File: src/rtl/vote_pkg.sv
// vote_pkg: state encoding, candidate code constants and saturating increment shared by the tallier.
package vote_pkg;
  typedef enum logic [2:0] {IDLE, ARMED, TOTAL, SCAN, CLOSED, CLEAR} vote_state_t;
  localparam int NO_VOTE = 0;
  function automatic logic [31:0] sat_inc(input logic [31:0] value, input int width);
    logic [31:0] m;
    m = (width >= 32) ? '1 : (32'd1 << width) - 32'd1;
    return (value >= m) ? m : value + 32'd1;
  endfunction
endpackage

File: src/rtl/vote_tally_n_max_scan.sv
// vote_max_scan: sequential argmax over the tally array, one entry per cycle, lowest index wins ties.
module vote_max_scan import vote_pkg::*; #(
  parameter int N  = 15,
  parameter int W  = 12,
  parameter int IW = 4
) (
  input  logic          clk,
  input  logic          rst,
  input  logic          wipe,
  input  logic          start,
  input  logic [W-1:0]  val,
  output logic [IW-1:0] idx,
  output logic [IW-1:0] winner,
  output logic          tie,
  output logic          done
);
  logic [IW-1:0] idx_q, idx_d, win_q, win_d;
  logic [W-1:0]  max_q, max_d;
  logic          busy_q, busy_d, tie_q, tie_d;
  assign idx    = idx_q;
  assign winner = win_q;
  assign tie    = tie_q;
  always_comb begin
    idx_d  = idx_q;
    win_d  = win_q;
    max_d  = max_q;
    busy_d = busy_q;
    tie_d  = tie_q;
    done   = busy_q && (idx_q == IW'(N));
    if (start) begin
      idx_d  = IW'(1);
      win_d  = IW'(NO_VOTE);
      max_d  = '0;
      tie_d  = 1'b0;
      busy_d = 1'b1;
    end else if (busy_q) begin
      idx_d  = idx_q + IW'(1);
      busy_d = !done;
      if (val > max_q) begin
        max_d = val;
        win_d = idx_q;
        tie_d = 1'b0;
      end else if (val == max_q && max_q != '0) begin
        tie_d = 1'b1;
      end
    end
    if (wipe) begin
      idx_d  = '0;
      win_d  = IW'(NO_VOTE);
      max_d  = '0;
      busy_d = 1'b0;
      tie_d  = 1'b0;
    end
  end
  always_ff @(posedge clk) begin
    if (rst) begin
      idx_q  <= '0;
      win_q  <= '0;
      max_q  <= '0;
      busy_q <= 1'b0;
      tie_q  <= 1'b0;
    end else begin
      idx_q  <= idx_d;
      win_q  <= win_d;
      max_q  <= max_d;
      busy_q <= busy_d;
      tie_q  <= tie_d;
    end
  end
endmodule

File: src/rtl/vote_tally_n.sv
// vote_tally_n: saturating per-candidate ballot tallier with sequential winner scan and stepped result readout.
module vote_tally_n import vote_pkg::*; #(
  parameter  int N_CAND = 15,
  parameter  int CNT_W  = 12,
  localparam int IDX_W  = $clog2(N_CAND + 1)
) (
  input  logic             clk,
  input  logic             Power,
  input  logic             Clear,
  input  logic             Close,
  input  logic             Ballot,
  input  logic             Total,
  input  logic             Result,
  input  logic [IDX_W-1:0] IN,
  output logic [CNT_W-1:0] out,
  output logic [IDX_W-1:0] out_idx,
  output logic             out_vld,
  output logic             vote_ack,
  output logic             vote_rej,
  output logic [IDX_W-1:0] winner,
  output logic             tie,
  output logic             closed,
  output logic             ovf
);
  vote_state_t      state_q, state_d;
  logic [CNT_W-1:0] tally_q [N_CAND];
  logic [CNT_W-1:0] tally_d [N_CAND];
  logic [CNT_W-1:0] total_q, total_d, out_q, out_d, scan_val, pick;
  logic [IDX_W-1:0] oidx_q, oidx_d, nidx, scan_idx;
  logic             vld_q, vld_d, ack_q, ack_d, rej_q, rej_d, closed_q, closed_d, ovf_q, ovf_d;
  logic             lock_q, lock_d, res1_q, res2_q, valid, wipe, start, scan_done;
  assign out      = out_q;
  assign out_idx  = oidx_q;
  assign out_vld  = vld_q;
  assign vote_ack = ack_q;
  assign vote_rej = rej_q;
  assign closed   = closed_q;
  assign ovf      = ovf_q;
  assign wipe     = Clear || state_q == CLEAR;
  assign start    = state_q == IDLE && Close && !Clear;
  assign valid    = (IN != IDX_W'(NO_VOTE)) && (int'(IN) <= N_CAND);
  assign nidx     = (oidx_q == IDX_W'(N_CAND)) ? IDX_W'(1) : oidx_q + IDX_W'(1);
  vote_max_scan #(.N(N_CAND), .W(CNT_W), .IW(IDX_W)) u_scan (
    .clk(clk), .rst(Power), .wipe(wipe), .start(start), .val(scan_val),
    .idx(scan_idx), .winner(winner), .tie(tie), .done(scan_done)
  );
  always_comb begin
    state_d  = state_q;
    tally_d  = tally_q;
    total_d  = total_q;
    out_d    = '0;
    oidx_d   = '0;
    vld_d    = 1'b0;
    ack_d    = 1'b0;
    rej_d    = 1'b0;
    closed_d = closed_q;
    ovf_d    = ovf_q;
    lock_d   = lock_q & Ballot;
    scan_val = '0;
    pick     = '0;
    for (int i = 0; i < N_CAND; i++) begin
      if (scan_idx == IDX_W'(i + 1)) scan_val = tally_q[i];
      if (nidx == IDX_W'(i + 1)) pick = tally_q[i];
    end
    case (state_q)
      IDLE:   state_d = Close ? SCAN : (Ballot && !lock_q) ? ARMED : Total ? TOTAL : IDLE;
      ARMED: begin
        if (Close) begin
          state_d = IDLE;
        end else if (valid) begin
          for (int i = 0; i < N_CAND; i++) begin
            if (IN == IDX_W'(i + 1)) begin
              tally_d[i] = CNT_W'(sat_inc(32'(tally_q[i]), CNT_W));
              ovf_d      = ovf_q | (tally_q[i] == '1) | (total_q == '1);
            end
          end
          total_d = CNT_W'(sat_inc(32'(total_q), CNT_W));
          ack_d   = 1'b1;
          lock_d  = 1'b1;
          state_d = IDLE;
        end else begin
          rej_d = IN != IDX_W'(NO_VOTE);
        end
      end
      TOTAL:  state_d = Total ? TOTAL : IDLE;
      SCAN: begin
        state_d  = scan_done ? CLOSED : SCAN;
        closed_d = closed_q | scan_done;
      end
      CLOSED: begin
        out_d  = (res1_q && !res2_q) ? pick : out_q;
        oidx_d = (res1_q && !res2_q) ? nidx : oidx_q;
        vld_d  = vld_q | (res1_q && !res2_q);
      end
      CLEAR:  state_d = Clear ? CLEAR : IDLE;
      default: state_d = IDLE;
    endcase
    if (state_d == TOTAL) begin
      out_d = total_q;
      vld_d = 1'b1;
    end
    // Clear aborts any pending vote or scan and wipes every count and readout
    if (wipe) begin
      tally_d  = '{default: '0};
      total_d  = '0;
      out_d    = '0;
      oidx_d   = '0;
      vld_d    = 1'b0;
      ack_d    = 1'b0;
      rej_d    = 1'b0;
      closed_d = 1'b0;
      ovf_d    = 1'b0;
    end
    if (Clear) state_d = CLEAR;
  end
  always_ff @(posedge clk) begin
    if (Power) begin
      state_q  <= IDLE;
      tally_q  <= '{default: '0};
      total_q  <= '0;
      out_q    <= '0;
      oidx_q   <= '0;
      vld_q    <= 1'b0;
      ack_q    <= 1'b0;
      rej_q    <= 1'b0;
      closed_q <= 1'b0;
      ovf_q    <= 1'b0;
      lock_q   <= 1'b0;
      res1_q   <= 1'b0;
      res2_q   <= 1'b0;
    end else begin
      state_q  <= state_d;
      tally_q  <= tally_d;
      total_q  <= total_d;
      out_q    <= out_d;
      oidx_q   <= oidx_d;
      vld_q    <= vld_d;
      ack_q    <= ack_d;
      rej_q    <= rej_d;
      closed_q <= closed_d;
      ovf_q    <= ovf_d;
      lock_q   <= lock_d;
      res1_q   <= Result;
      res2_q   <= res1_q;
    end
  end
endmodule

File: config.mk
export PLATFORM = sky130hd
export DESIGN_NAME = vote_tally_n
export DESIGN_NICKNAME = d
export VERILOG_FILES = /design/src/rtl/vote_pkg.sv /design/src/rtl/vote_tally_n_max_scan.sv /design/src/rtl/vote_tally_n.sv
export SDC_FILE = /design/constraint.sdc
export NUM_CORES = 1
export LEC_CHECK = 0
export ABC_AREA = 1
export CAP_MARGIN = 0
export CORE_MARGIN = 2
export CORE_UTILIZATION = 40
export CTS_BUF_LIST = sky130_fd_sc_hd__clkbuf_8
export DETAILED_ROUTE_END_ITERATION = 16
export MAX_ROUTING_LAYER = met4
export PLACE_DENSITY_LB_ADDON = 0.08
export SLEW_MARGIN = 15
export SYNTH_ARGS = -nofsm -noshare
export SYNTH_HDL_FRONTEND = slang
export SYNTH_HIERARCHICAL = 1
export SYNTH_SLANG_ARGS = --single-unit
File: constraint.sdc
create_clock -name clk -period 4.5 [get_ports clk]
set_clock_uncertainty 0.15 [all_clocks]
set_input_delay 0.9 -clock clk [delete_from_list [all_inputs] [get_ports clk]]
set_output_delay 0.9 -clock clk [all_outputs]
set_load 0.005 [all_outputs]
# == Word level (Yosys, flattened, before mapping) ==
# Cells that the tools add are included.
# totals
output_inout_bits,26
input_bits,11
reg_bits,240
# classes
n_eq_ne,70
n_mux,86
bitwise,36
add_sub_neg,18
order_cmp,17
reduce_logical,41
# op_table
op,count
2-to-1 mux 12 bit,49
"adder 12 x 1 -> 12 bit, second input constant",16
"equality test 12 bit, second input constant",16
">= comparator 12 bit, second input constant",16
"equality test 4 bit, second input constant",25
AND reduction 4 bit,16
"equality test 4 x 3 -> 1 bit, second input constant",12
bitwise OR 1 bit,32
2-to-1 mux 1 bit,27
"equality test 4 x 2 -> 1 bit, second input constant",6
2-to-1 mux 3 bit,7
case mux 3 bit (6 select lines),1
nonzero test 15 bit,1
equality test 12 bit,1
"equality test 4 x 1 -> 1 bit, second input constant",3
greater-than comparator 12 bit,1
nonzero test 12 bit,1
"equality test 3 x 2 -> 1 bit, second input constant",3
"adder 4 x 1 -> 4 bit, second input constant",2
"equality test 3 bit, second input constant",2
logical AND 1 bit,6
OR reduction 3 bit,2
logical NOT 1 bit,4
2-to-1 mux 4 bit,1
other kinds (13),18

# == Depth between registers and ports, before layout ==
# Gate-level depths: netlist of the first run.
# logic_depth
ltp_word,21
mapped_depth,27
depth_no_buf,25

# == Hierarchy ==
# Netlist of the first run, hierarchy kept.
# by_module_without_submodules
module,area_per_inst_um2,cells_each,instances
vote_tally_n,13952.1,2202,1
vote_max_scan,1427.6,207,1

# == Worst setup path after synthesis of the first run ==
# Ideal clock, no wire load.
# synth_timing
kind,register to register
from,register u_scan.idx_q[1] (netlist: u_scan/idx[1])
to,register u_scan.max_q[0]
setup_ns,0.115
path_slack_ns,1.360
n_path_buf,2
path_stages_with_launch,21
arrival_ns,2.875
cell_sequence,dfxtp_1 > inv_1 > nand2_1 > inv_1 > nand2_1 > clkbuf_1 > o221ai_1 > o22ai_1 > o21ai_0 > a21oi_1 > o211ai_1 > a21oi_1 > o211a_1 > o2111ai_1 > ha_1 > a21o_1 > nor2_4 > nand3_4 > buf_6 > a21oi_1 > nor2_1
# synth_via
elab_chain_cells,18
word_cells_on_any_way,32
cone_classes,order compare (1); eq/ne (15); mux (15); reduce/logical (1)
# synth_rtl
item,line,source
start: declaration,vote_tally_n_max_scan.sv:17,"logic [IW-1:0] idx_q, idx_d, win_q, win_d;"
start signal: assignment,vote_tally_n_max_scan.sv:63,idx_q <= idx_d;
equality test 4 x 1 -> 1 bit,vote_tally_n.sv:62,if (scan_idx == IDX_W'(i + 1)) scan_val = tally_q[i];
2-to-1 mux 12 bit (14 in series),vote_tally_n.sv:62,
2-to-1 mux 12 bit *,vote_tally_n.sv:62,
net scan_val[11],vote_tally_n.sv:28,"logic [CNT_W-1:0] total_q, total_d, out_q, out_d, scan_val, pick;"
greater-than comparator 12 bit *,vote_tally_n_max_scan.sv:39,if (val > max_q) begin
AND reduction 2 bit (no source line) *,--,
end signal: assignment,vote_tally_n_max_scan.sv:65,max_q <= max_d;
end: declaration,vote_tally_n_max_scan.sv:18,"logic [W-1:0] max_q, max_d;"
# Mark *: on every way through the listed nets, which the timed path passes. The rest lies on a longest branch.
# A chain may end at the register's enable or synchronous reset.

# == Worst setup path after layout of the first run ==
# layout_timing
from,register u_scan.idx_q[0] (netlist: u_scan/idx[0])
to,register u_scan.win_q[1] (netlist: u_scan/winner[1])
# layout_via
elab_chain_cells,18
word_cells_on_any_way,32
cone_classes,order compare (1); eq/ne (15); mux (15); reduce/logical (1)
# layout_rtl
item,line,source
equality test 4 x 1 -> 1 bit,vote_tally_n.sv:62,
2-to-1 mux 12 bit (14 in series),vote_tally_n.sv:62,
2-to-1 mux 12 bit *,vote_tally_n.sv:62,
net scan_val[9],vote_tally_n.sv:28,
greater-than comparator 12 bit *,vote_tally_n_max_scan.sv:39,
AND reduction 2 bit (no source line) *,--,
end signal: assignment,vote_tally_n_max_scan.sv:64,win_q <= win_d;
end: declaration,vote_tally_n_max_scan.sv:17,
# Marks and branches as above.

==> results.tsv, run 1 <==
stage	metric	value	unit
clocking	total CTS buffers	45	
final_layout	Reg area	4810	um^2
worst_setup_path	CP Cell Sequence	nor2_1 -> nand2_1 -> o22ai_1 -> a221o_1 -> a21oi_1 -> nand4_1 -> o21ai_0 -> nand4_1 -> nor3_1 -> o221ai_1 -> ha_1 -> nand2_1 -> inv_1 -> nand2_1 -> nor2_1 -> nand2_1 -> nand3_4 -> a21oi_1 -> nor2_1	
synth	yosys warns	6	
synth	Synth top area share	0.312	
clocking	CTS H-tree depth	2	
die	# IOs	37	
synth	Yosys cell types	58	
worst_setup_path	CP peak stage delay	0.49	ns
grt	vias in the first global route	15200	
die	die area	40000	um^2
placement	# placed instances	2912	
min_path	Worst Hold End	res2_q$_SDFF_PP0_	
timing	Final Max Slew Viols	0	
synth	largest area contributor in the netlist	dfxtp_1	
detailed_routing	Met2 Wirelength	23.9	mm
die	Die W	200	um
final_layout	Layout area overhead	11.8	%
detailed_routing	DR top layer	met4	
worst_setup_path	R2R Path Start	u_scan/idx[0]$_SDFFE_PP0P_	
synth	Cells after Synth	2409	
timing	Slew headroom	0.390	
final_layout	non-filler cells, final	2995	
clocking	Root Buffer	clkbuf_8	
worst_setup_path	Slowest cell on crit path	dfxtp_1	
power	Peak supply drop	221	uV
synth	Synth Flop Type	dfxtp_1	
clocking	clk buf depth	3	
final_layout	multi-input combinational cell area	8850	um^2
min_path	HP Class	flop to flop	
worst_setup_path	R2R depth	19	
worst_setup_path	Worst EP arrival	4.55	ns
placement	# port buffers	35	
worst_setup_path	delay-heaviest family, CP	simple AND/OR/NAND/NOR gates	
power	Overall Power	4.60	mW
placement	HPWL Detailed	43.3	mm
worst_setup_path	CP max FO	16	
power	Leakage	5.70	nW
grt	first-pass GRT wire length	86.8	mm
timing	final hold violation count	0	
final_layout	nets	2492	
clocking	clk_lat worst skew	0.65	ns
power	Reg power frac	0.465	
timing	Final Cycle Share	0.927	
clocking	Worst-path clk slew	0.06	ns
clocking	Sink Count	240	
power	clock share of power	0.490	
final_layout	commonest non-fill, non-tap cells in the layout	525 x nand2_1, 367 x inv_1, 253 x nor2_1, 239 x dfxtp_1, 184 x a21oi_1	
synth	number of flops mapped to enable cells by yosys	0	
synth	fraction of registers with async set/reset	0	
worst_setup_path	Crit Path Class	flop to flop	
final_layout	commonest non-fill, non-tap cell in the layout	nand2_1	
detailed_routing	1st-iter DRT viols	1528	
placement	gpl congestion	1.02	
placement	Place WS	0.242	ns
worst_setup_path	crit path buf inv count	1	
die	height of the die	200	um
detailed_routing	final wirelength	56.0	mm
timing	Hold WS	0.298	ns
detailed_routing	via/cell ratio	5.50	
job	max_cap viols	0	
detailed_routing	Vias	16500	
synth	syn_area_per_cell	6.38	um^2
detailed_routing	DRC viols	0	
detailed_routing	routed length per instance	18.7	um
placement	placed inst area	16200	um^2
worst_setup_path	Worst Setup End Kind	flop	
grt	pin count of the biggest net entering global routing	74	
min_path	start point of the worst hold path	res1_q$_SDFF_PP0_	
clocking	hold buffer count at cts	0	
grt	GRT Residual Overflow	0	
worst_setup_path	FF-to-FF setup slack	0.33	ns
worst_setup_path	Data required, critical path	4.88	ns
synth	Cell Area, Synth	15400	um^2
synth	flops & latches, synth	240	
detailed_routing	met3 wire len	3.45	mm
final_layout	ant diodes	0	
detailed_routing	Antenna Nets Post-Route	0	
timing	min cycle time layout	4.17	ns
power	P per Cell Area	268	nW/um^2
timing	final setup violation count	0	
clocking	CTS tree	built	
synth	Post-Syn Nets	2452	
grt	Global Route Usage Sum	0.292	
detailed_routing	drt first pass iters	6	
power	P_int	3.42	mW
synth	sequential area share after synthesis	0.312	
worst_setup_path	Critical Path Source Type	flop	
die	floorplan row count	71	
grt	initial antenna violation count	0	
worst_setup_path	end of the worst register-to-register path	u_scan/winner[1]$_SDFFE_PP0P_	
power	Psw	1.19	mW
synth	top cells by area, synth	dfxtp_1 31%, nand2_1 13%, inv_1 8.7%, nor2_1 6.2%, a21oi_1 6.0%	
power	Sw Ratio	0.258	
die	initial core utilization	0.407	
power	logic gate share of total power	0.045	
die	core footprint	37800	um^2
timing	final setup margin	0.328	ns
final_layout	fraction of layout cells with a size suffix above 1	0.0684	
min_path	hold depth	2	
worst_setup_path	cell repeated most along the worst path	nand2_1	
outcome	status	finished, final reports clean	
final_layout	Fillers	4044	
final_layout	post-route cell area	17200	um^2
timing	actual slew at the worst max-slew pin	0.911	ns
detailed_routing	met1 wire length	26.3	mm
timing	Max Fclk	240	MHz
[timing repair]
| item | 4_1_cts | 5_1_grt |
|---|---|---|
| hold endpoints to repair | 0 | 0 |
| endpoints found under the setup margin | 0 | 17 |
| resized for setup | 0 | 3 |
| setup buffers | 0 | 0 |
[final cells by class]
type,count,area share
Multi-Input combinational cell,1731,0.514
Sequential cell,240,0.279
Inverter,372,0.0815
Clock buffer,62,0.0496
Tap cell,511,0.0372
Timing Repair Buffer,59,0.0323
Clock inverter,20,0.00553
[cell usage after synthesis, types with 2 or more instances]
cell type and n:
a211oi_1 8, a21oi_1 184, a221oi_1 9, a311oi_1 3
a31oi_1 94, and3_1 2, buf_1 2, buf_2 13
buf_4 5, buf_6 9, clkbuf_1 38, dfxtp_1 240
ha_1 32, inv_1 355, inv_2 14, inv_4 2
nand2_1 527, nand2_2 2, nand3_1 121, nand3_2 7
nand3b_1 2, nand4_1 75, nor2_1 253, nor2_2 14
nor2_4 11, nor3_1 59, nor3_2 8, nor4_1 14
nor4_2 4, o2111ai_1 11, o211ai_1 4, o21a_1 5
o21ai_0 164, o21ai_1 7, o221ai_1 3, o22ai_1 24
o31ai_1 2, or2_0 5, or2_2 5, or3_1 2
xnor2_1 5, xor2_1 49
[kinds of logic (layout without fill, tap and decap cells)]
logic type | Yosys count | in the layout | synth area share
AND/OR/NAND/NOR | 1116 | 1117 | 0.323
AO/OA/AOI/OAI | 527 | 527 | 0.193
buffers and inverters | 439 | 513 | 0.114
flip-flops | 240 | 240 | 0.312
XOR/XNOR | 54 | 54 | 0.0308
adder cells (fa/ha/maj) | 32 | 32 | 0.0260
other | 1 | 1 | 0.000244
[worst max-delay path by stage]
stage | cells after the start | startpoint | end
2_1_floorplan | 20 | u_scan/idx[1]$_SDFFE_PP0P_ | u_scan/max_q[0]$_SDFFE_PP0P_
3_3_place_gp | 19 | u_scan/idx[1]$_SDFFE_PP0P_ | u_scan/winner[3]$_SDFFE_PP0P_
3_5_place_dp | 21 | u_scan/idx[1]$_SDFFE_PP0P_ | u_scan/winner[0]$_SDFFE_PP0P_
4_1_cts | 21 | u_scan/idx[1]$_SDFFE_PP0P_ | u_scan/max_q[7]$_SDFFE_PP0P_
5_1_grt | 20 | u_scan/idx[0]$_SDFFE_PP0P_ | u_scan/tie$_SDFFE_PP0P_
6_report | 19 | u_scan/idx[0]$_SDFFE_PP0P_ | u_scan/winner[1]$_SDFFE_PP0P_
[registers in the layout (all words and copies together) (netlist names), 3 cells and up]
| name | count |
|---|---|
| u_scan/winner | 4 |
| out_idx | 4 |
| tally_q | 180 |
| u_scan/idx | 4 |
| u_scan/max_q | 12 |
| state_q | 3 |
| out | 12 |
| total_q | 12 |
[per-layer routing]
layer / vias to the layer above / GRT usage
met2: 552 / 0.429
met4: 0 / 0.127
met5: - / -
met1: 7660 / 0.396
li1: 8122 / -
met3: 138 / 0.0432
[power groups by stage]
stage / registers [mW] / clock network [mW] / logic, mW
4_1_cts: 2.14 / 2.30 / 0.205
2_1_floorplan: 2.19 / 0 / 0.121
5_1_grt: 2.14 / 2.40 / 0.226
3_5_place_dp: 2.19 / 0 / 0.205
6_report: 2.14 / 2.25 / 0.207
3_3_place_gp: 2.19 / 0 / 0.203
[tightest hold or removal path, delay by kind of cell, from the launching register on]
family	cells	cell delay, ns
buf+inv	1	0.07
simple gates	1	0.04
flops	1	0.30
[metrics by stage]
stage | TNS [ns] | util
after floorplan | 0 | -
after global placement | 0 | 0.430
after detailed placement | 0 | 0.430
after CTS | 0 | 0.455
after global routing | -0.00589 | 0.456
final | 0 | 0.456
Power figures use the tool's default switching activity.
==> run 2: changes to the inputs <==
PLACE_DENSITY_LB_ADDON = 0.1   (was 0.08)
==> run 2 against run 1 <==
  * Fmax decreased by 1.5%
  * Non-clock buffer count shrank 8
  * Global-route usage up 0.075 points
  * Routed wire length increased by 0.64%
  * Critical path depth grew 3
  * Cell area shrank 0.81%
  * Sequential share of layout area increased by 0.23 points
  * Core utilization fell by 0.37 points
  * First-iteration DRC count fell by 9.0%
  * Sequential power is essentially flat
  * Via count shrank 1.1%
  * Die area stayed put
==> results.tsv, run 2 (synthesis gave the netlist of run 1 again) <==
stage	metric	value	unit	change
final_layout	nets	2485		-0.28%
worst_setup_path	Critical Path Source Type	flop		
timing	Max Fclk	236	MHz	-1.5%
job	max_cap viols	0		unchanged
timing	Setup TNS	0	ns	unchanged
worst_setup_path	Crit Path Class	flop to flop		
final_layout	final core occ	0.452		-0.00371
final_layout	Largest register FFs	180		unchanged
timing	actual slew at the worst max-slew pin	0.940	ns	+0.0287 ns
detailed_routing	final wirelength	56.3	mm	+0.64%
timing	Final Cycle Share	0.941		+0.0141
placement	# placed instances	2904		-0.27%
placement	Place WS	0.151	ns	-0.0910 ns
clocking	Post-CTS Setup Bufs	0		unchanged
die	height of the die	200	um	unchanged
worst_setup_path	CP Cell Sequence	inv_1 -> nand2_1 -> inv_1 -> nand2_2 -> o22ai_1 -> a221o_1 -> a21oi_1 -> nand4_1 -> o21ai_0 -> nand4_1 -> nor3_1 -> o221ai_2 -> ha_1 -> nand2_1 -> inv_1 -> nand2_1 -> nor2_1 -> nand2_1 -> nand3_4 -> nand3_1 -> nand2_1 -> nor2_1		
worst_setup_path	Data required, critical path	4.92	ns	+0.04 ns
worst_setup_path	cell repeated most along the worst path	nand2_1		
die	floorplan row count	71		unchanged
grt	vias in the first global route	15100		-0.75%
grt	first-pass GRT wire length	86.6	mm	-0.16%
timing	min cycle time layout	4.24	ns	+0.0635 ns
worst_setup_path	delay-heaviest family, CP	simple AND/OR/NAND/NOR gates		
die	# IOs	37		unchanged
clocking	Sink Count	240		unchanged
power	Peak supply drop	188	uV	-15%
final_layout	commonest non-fill, non-tap cells in the layout	524 x nand2_1, 376 x inv_1, 251 x nor2_1, 239 x dfxtp_1, 184 x a21oi_1		
worst_setup_path	crit path buf inv count	3		+2
timing	Hold WS	0.302	ns	+0.00342 ns
worst_setup_path	Slowest cell on crit path	dfxtp_1		
detailed_routing	DRC viols	0		unchanged
die	initial core utilization	0.407		unchanged
die	Die W	200	um	unchanged
timing	Slew headroom	0.373		-0.0175
detailed_routing	Antenna Nets Post-Route	0		unchanged
grt	pin count of the biggest net entering global routing	150		+100%
final_layout	Reg with most FFs	tally_q		
final_layout	non-filler cells, final	2982		-0.43%
placement	# port buffers	35		unchanged
die	die area	40000	um^2	unchanged
clocking	CTS tree	built		
detailed_routing	1st-iter DRT viols	1390		-9.0%
detailed_routing	drt first pass iters	6		unchanged
min_path	HP Class	flop to flop		
clocking	total CTS buffers	46		+2.2%
final_layout	Layout area overhead	10.9	%	
power	P per Cell Area	257	nW/um^2	-4.0%
final_layout	fraction of layout cells with a size suffix above 1	0.0635		-0.00490
worst_setup_path	CP peak stage delay	0.41	ns	-0.08 ns
die	core footprint	37800	um^2	unchanged
final_layout	ant diodes	0		unchanged
clocking	Root Buffer	clkbuf_8		
placement	gpl congestion	0.967		-5.2%
timing	final hold violation count	0		unchanged
timing	Final Max Slew Viols	0		unchanged
power	Leakage	5.63	nW	-1.2%
worst_setup_path	CP max FO	17		+1
clocking	CTS H-tree depth	2		unchanged
grt	GRT Residual Overflow	0		unchanged
clocking	Worst-path clk slew	0.06	ns	about the same
detailed_routing	routed length per instance	18.9	um	+1.1%
placement	HPWL Detailed	42.7	mm	-1.3%
timing	RSZ-0062 raised after global routing	no		
timing	final setup violation count	0		unchanged
outcome	status	finished, final reports clean		
grt	Global Route Usage Sum	0.292		+0.000750
detailed_routing	via/cell ratio	5.47		-0.62%
grt	initial antenna violation count	0		unchanged
final_layout	commonest non-fill, non-tap cell in the layout	nand2_1		
worst_setup_path	Worst EP arrival	4.66	ns	+0.11 ns
clocking	clk_lat worst skew	0.64	ns	about the same
detailed_routing	Vias	16300		-1.1%
worst_setup_path	Worst Setup End Kind	flop		
clocking	clk buf depth	3		unchanged
timing	final setup margin	0.264	ns	-0.0635 ns
## run 2: final cells by class
| class | instances | area, um^2 |
|---|---|---|
| clock buffer | 51 | 702 |
| fill | 4030 | 20700 |
| tap | 511 | 639 |
| timing repair buffer | 51 | 508 |
| inverter | 372 | 1400 |
| clock inverter | 26 | 111 |
| sequential | 240 | 4810 |
| multi-input combinational | 1731 | 8890 |
## run 2: metrics by stage
stage	power, mW	area (um^2)
after floorplan	2.31	15400
after global placement	2.39	16200
after detailed placement	2.39	16200
after CTS	4.44	17000
after global routing	4.54	17100
final	4.38	17100
## run 2: repair_timing
action	CTS	global route
resized for setup	0	11
setup endpoints to repair	0	17
endpoints found under the hold margin	0	0
hold buffers	0	0
## run 2: power by group
part,internal [mW],leakage (nW),switching (mW)
registers,2.13,1.93,0.00794
logic,0.0533,3.20,0.151
clock network,1.03,0.499,1.01
## run 2: final timing paths
| check | cells after the start | end | slack (ns) | start |
|---|---|---|---|---|
| max | 22 | u_scan/max_q[5]$_SDFFE_PP0P_ | 0.26 | u_scan/idx[1]$_SDFFE_PP0P_ |
| min | 2 | closed$_SDFFE_PP0N_ | 0.30 | closed$_SDFFE_PP0N_ |
| max reg2reg | 22 | u_scan/max_q[5]$_SDFFE_PP0P_ | 0.26 | u_scan/idx[1]$_SDFFE_PP0P_ |
| min reg2reg | 2 | closed$_SDFFE_PP0N_ | 0.30 | closed$_SDFFE_PP0N_ |
## run 2: metal layers
layer / share of wire / vias up / routed length [um] / GRT usage
met5: 0 / - / 0 / -
met4: 0.039 / 0 / 2190 / 0.117
met3: 0.062 / 142 / 3510 / 0.0433
met2: 0.43 / 537 / 24400 / 0.438
met1: 0.47 / 7525 / 26200 / 0.395
li1: - / 8094 / - / -
## run 2: worst register-to-register path, stage by stage, from the launching register on
cell and delay [ns]:
dfxtp_1 0.41, inv_1 0.08, nand2_1 0.15, inv_1 0.10, nand2_2 0.21, o22ai_1 0.15, a221o_1 0.32, a21oi_1 0.20
nand4_1 0.14, o21ai_0 0.17, nand4_1 0.24, nor3_1 0.31, o221ai_2 0.21, ha_1 0.35, nand2_1 0.12, inv_1 0.05
nand2_1 0.06, nor2_1 0.04, nand2_1 0.17, nand3_4 0.23, nand3_1 0.14, nand2_1 0.07, nor2_1 0.11
